[src/rtl/imm_gen_pipe.sv]
// imm_gen_pipe: pipelined RV32/RV64 immediate generator with valid/ready flow control.
// The IMMGEN_STATS_EN macro adds stat_ill_cnt, a saturating count of accepted illegal opcodes.
module imm_gen_pipe #(
    parameter int XLEN   = 32,
    parameter int STAGES = 1
) (
    input  logic            clk,
    input  logic            rst,
    input  logic            in_valid,
    output logic            in_ready,
    input  logic [31:0]     in_instr,
    output logic            out_valid,
    input  logic            out_ready,
    output logic [XLEN-1:0] out_imm,
    output logic [2:0]      out_fmt,
    output logic [31:0]     out_instr
`ifdef IMMGEN_STATS_EN
    ,
    output logic [15:0]     stat_ill_cnt
`endif
);
    localparam logic [2:0] F_R = 3'd0, F_I = 3'd1, F_S = 3'd2, F_B = 3'd3;
    localparam logic [2:0] F_U = 3'd4, F_J = 3'd5, F_ILL = 3'd7;

    logic [6:0]      op;
    logic            is_shift;
    logic [XLEN-1:0] imm_i, imm_s, imm_b, imm_u, imm_j, shamt;
    logic [XLEN-1:0] dec_imm;
    logic [2:0]      dec_fmt;

    assign op       = in_instr[6:0];
    assign is_shift = in_instr[13:12] == 2'b01;
    assign imm_i    = XLEN'($signed(in_instr[31:20]));
    assign imm_s    = XLEN'($signed({in_instr[31:25], in_instr[11:7]}));
    assign imm_b    = XLEN'($signed({in_instr[31], in_instr[7], in_instr[30:25], in_instr[11:8], 1'b0}));
    assign imm_u    = XLEN'($signed({in_instr[31:12], 12'b0}));
    assign imm_j    = XLEN'($signed({in_instr[31], in_instr[19:12], in_instr[20], in_instr[30:21], 1'b0}));
    assign shamt    = (XLEN == 64) ? XLEN'(in_instr[25:20]) : XLEN'(in_instr[24:20]);

    // classify the opcode and select the matching immediate
    always_comb begin
        dec_fmt = F_ILL;
        dec_imm = '0;
        case (op)
            7'b0000011, 7'b1100111: begin dec_fmt = F_I; dec_imm = imm_i; end
            7'b0010011: begin dec_fmt = F_I; dec_imm = is_shift ? shamt : imm_i; end
            7'b0011011: if (XLEN == 64) begin
                dec_fmt = F_I;
                dec_imm = is_shift ? XLEN'(in_instr[24:20]) : imm_i;
            end
            7'b0100011: begin dec_fmt = F_S; dec_imm = imm_s; end
            7'b1100011: begin dec_fmt = F_B; dec_imm = imm_b; end
            7'b0110111, 7'b0010111: begin dec_fmt = F_U; dec_imm = imm_u; end
            7'b1101111: begin dec_fmt = F_J; dec_imm = imm_j; end
            7'b0110011: dec_fmt = F_R;
            7'b0111011: dec_fmt = (XLEN == 64) ? F_R : F_ILL;
            default: dec_fmt = F_ILL;
        endcase
    end

    logic [STAGES-1:0] v_q, ld, nv;
    logic [31:0]       instr_q [STAGES];
    logic [XLEN-1:0]   imm_q   [STAGES];
    logic [2:0]        fmt_q   [STAGES];
    logic [31:0]       instr_d [STAGES];
    logic [XLEN-1:0]   imm_d   [STAGES];
    logic [2:0]        fmt_d   [STAGES];

    // a stage may load when out_ready is high or any stage from it to the output is empty
    always_comb begin
        ld = '0;
        for (int k = 0; k < STAGES; k++) ld[k] = out_ready | (((~v_q) >> k) != '0);
    end

    // each stage takes its input from the decoder or from the stage before it
    always_comb begin
        nv         = STAGES'({v_q, in_valid});
        instr_d[0] = in_instr;
        imm_d[0]   = dec_imm;
        fmt_d[0]   = dec_fmt;
        for (int k = 1; k < STAGES; k++) begin
            instr_d[k] = instr_q[k-1];
            imm_d[k]   = imm_q[k-1];
            fmt_d[k]   = fmt_q[k-1];
        end
    end

    // advance the pipeline; payload only changes when a valid word arrives
    always_ff @(posedge clk) begin
        if (rst) begin
            v_q <= '0;
            for (int k = 0; k < STAGES; k++) begin
                instr_q[k] <= '0;
                imm_q[k]   <= '0;
                fmt_q[k]   <= '0;
            end
        end else begin
            for (int k = 0; k < STAGES; k++) begin
                if (ld[k]) begin
                    v_q[k] <= nv[k];
                    if (nv[k]) begin
                        instr_q[k] <= instr_d[k];
                        imm_q[k]   <= imm_d[k];
                        fmt_q[k]   <= fmt_d[k];
                    end
                end
            end
        end
    end

    assign in_ready  = ld[0] & ~rst;
    assign out_valid = v_q[STAGES-1];
    assign out_imm   = imm_q[STAGES-1];
    assign out_fmt   = fmt_q[STAGES-1];
    assign out_instr = instr_q[STAGES-1];

`ifdef IMMGEN_STATS_EN
    logic [15:0] ill_cnt_q;

    // count accepted illegal words, saturating at all-ones
    always_ff @(posedge clk) begin
        if (rst) ill_cnt_q <= '0;
        else if (in_valid && in_ready && dec_fmt == F_ILL && ill_cnt_q != 16'hFFFF) ill_cnt_q <= ill_cnt_q + 16'd1;
    end

    assign stat_ill_cnt = ill_cnt_q;
`endif
endmodule

[config.mk]
export PLATFORM = sky130hd
export DESIGN_NAME = imm_gen_pipe
export DESIGN_NICKNAME = d
export VERILOG_FILES = /design/src/rtl/imm_gen_pipe.sv
export SDC_FILE = /design/constraint.sdc
export NUM_CORES = 1
export LEC_CHECK = 0
export BUFFER_PORTS_ARGS = -buffer_cell sky130_fd_sc_hd__buf_2
export CAP_MARGIN = 40
export CORE_MARGIN = 1
export CORE_UTILIZATION = 40
export CTS_CLUSTER_DIAMETER = 150
export DETAILED_ROUTE_END_ITERATION = 8
export GPL_ROUTABILITY_DRIVEN = 0
export PLACE_DENSITY = 0.69
export SYNTH_ARGS = -nofsm -noshare
export SYNTH_HDL_FRONTEND = slang
export SYNTH_SLANG_ARGS = --single-unit
[constraint.sdc]
create_clock -name clk -period 3.45 [get_ports clk]
set_clock_uncertainty 0.05 [all_clocks]
set_input_delay 0.5175 -clock clk [delete_from_list [all_inputs] [get_ports clk]]
set_output_delay 0.5175 -clock clk [all_outputs]
set_load 0.05 [all_outputs]
==> run metrics <==
Netlist cell types=35; vias in the first global route=1953; initial antenna violation count=0; Worst slew margin=0.471; Setup TNS=0 ns; largest net degree at the start of global routing=36; Total Nets Final=366; drt drc=0; slowest CP cell=and4_1; Area Growth Syn to Fin=26.4%; Power Density=510 nW/µm²; Starting DRT DRC Count=93; GRT overflow=0; Slew @ Worst Pin=0.790 ns; syn_nets=259; kind of critical path=primary input to register; WHS=0.311 ns; final setup margin=1.50 ns; CP Max Fanout=22; # IOs=105; maximum root-to-sink buffer count=2; Reg clk slew, reported paths=0.07 ns; total die area=7870 µm²; Crit path buffers/inverters=1; CTS Sinks=68; WL/cell=14.6 µm; RSZ-0062 raised after global routing=no; commonest non-fill, non-tap cell in the layout=buf_2; HPWL after DPL=4.45 mm; Die Y=88.7 µm; core box area=7250 µm²; Yosys reg bits=68; delay-heaviest family, CP=simple AND/OR/NAND/NOR gates; CP Cell Sequence=buf_2, nor3b_1, and4_1, o21ai_0, a21oi_2; CP required=3.59 ns; via count=2140; worst path arrival time=2.09 ns; post-route ant nets=0; input/output buffers=104; DP Worst Slack=1.14 ns; max incr delay on CP=0.74 ns; total track usage=0.167; Tightest Hold Check Type=primary input to register; die width=88.7 µm; DRT Pass-1 Iters=4; Worst-Skew Late Latency=0.33 ns; Avg Inst Size Synth=13.5 µm²; layout cells sized above 1=0.434; wirelength, routed=6.31 mm; Pleak=0.00155 µW; maximum vdd drop=173 µV; crit path time final=1.95 ns; wire length of the first global-routing pass=9.54 mm; final setup fails=0; Max-Cap Viols=0; Worst setup SP type=primary input; H-tree Lvls=3; total CTS buffers=9; Mapped Cells=223; hold buffers post-CTS=0; final worst path period share=0.565; Post-CTS Setup Inserts=0; maximum achievable frequency=0.513 GHz; root buf cell=clkbuf_8; status=finished, final reports clean; Crit. End Element=register; post-cts sizing count=0; most frequent cells in the layout=buf_2 (104), edfxtp_1 (67), and2_1 (37), a21oi_2 (20), nand2_1 (18); fin. max-slew vios=0; Fin. Hold Viols=0; Ys Warns=0; Seq/Total Area, Yosys=0.676; Synth Cell Area=3010 µm²; antenna cell count=0; Vias per Instance=4.94; CTS tree=done; initial core utilization=0.415; Cell Rows=31
## kinds of logic (layout without fill, tap and decap cells)
group / Yosys count / count (layout) / share of synthesized area
flip-flops: 68 / 68 / 0.676
buffers and inverters: 13 / 124 / 0.0262
AND/OR/NAND/NOR: 90 / 90 / 0.166
AO/OA/AOI/OAI: 52 / 52 / 0.132
## metrics by stage
stage | utilization | total power, µW | std cells | area, µm²
finish | 0.524 | 1940 | 433 | 3800
global route | 0.524 | 2010 | 433 | 3800
CTS | 0.524 | 1960 | 433 | 3800
detailed placement | 0.499 | 1340 | 418 | 3620
global placement | 0.499 | 1330 | 418 | 3620
floorplan | - | 1240 | 223 | 3010
## final cells by class
cell class	count	area, µm²
inverter	2	7.51
timing repair buffer	107	556
sequential	68	2030
multi-input combinational	142	898
clock inverter	4	51.3
clock buffer	11	131
fill	671	3450
tap	99	124
## worst register-to-register path: stages, from the launching register on
cell and delay, ns:
dfxtp_1 0.32, nand2b_1 0.11, and3_1 0.55, buf_4 0.31, o21a_1 0.27, and2_1 0.16
## sequential cells by signal, indices dropped and copies added, names as in the netlist
signal,cells
out_valid,1
instr_q,32
imm_q,32
fmt_q,3
## power breakdown
part	leakage (µW)	internal (µW)	switching, µW
clock network	0.0000894	330	292
registers	0.000741	963	14.5
logic	0.000721	70.0	269
## final timing paths
check              start           end  slack, ns  cells after the start
max          in_instr[4]  imm_q[0][18]       1.50                      5
min                  rst     out_valid       0.31                      2
max reg2reg    out_valid  imm_q[0][10]       1.57                      5
min reg2reg    out_valid     out_valid       0.58                      3
## synth_stat cells (all sizes together)
library cell  count  area (µm²)
and4b             2        20.0
nor3              4        25.0
o21ai            17        88.8
and3              1        6.26
buf               7        56.3
nand4b            1        8.76
edfxtp           67        2010
a31oi             1        21.3
and2             37         231
nand3             5        25.0
dfxtp             1        20.0
a21oi            26         205
and3b             1        8.76
clkbuf            4        15.0
nor2b             3        18.8
a2111oi           1        27.5
and4              1        8.76
o31a              1        8.76
a211oi            1        7.51
nor2             11        41.3
o21a              2        15.0
o211ai            1        7.51
or2               2        12.5
nor4              1        6.26
a211o             1        8.76
nand2            19        71.3
nor3b             1        7.51
nand2b            1        6.26
o21bai            1        7.51
inv               2        7.51
## per-layer routing
| layer | global-route usage | vias up | wire [µm] |
|---|---|---|---|
| met4 | 0.0733 | 0 | 74 |
| li1 | - | 1031 | - |
| met3 | 0.0392 | 10 | 412 |
| met2 | 0.263 | 87 | 2920 |
| met1 | 0.222 | 1012 | 2910 |
| met5 | 0 | - | 0 |
Power figures use the tool's default switching activity.
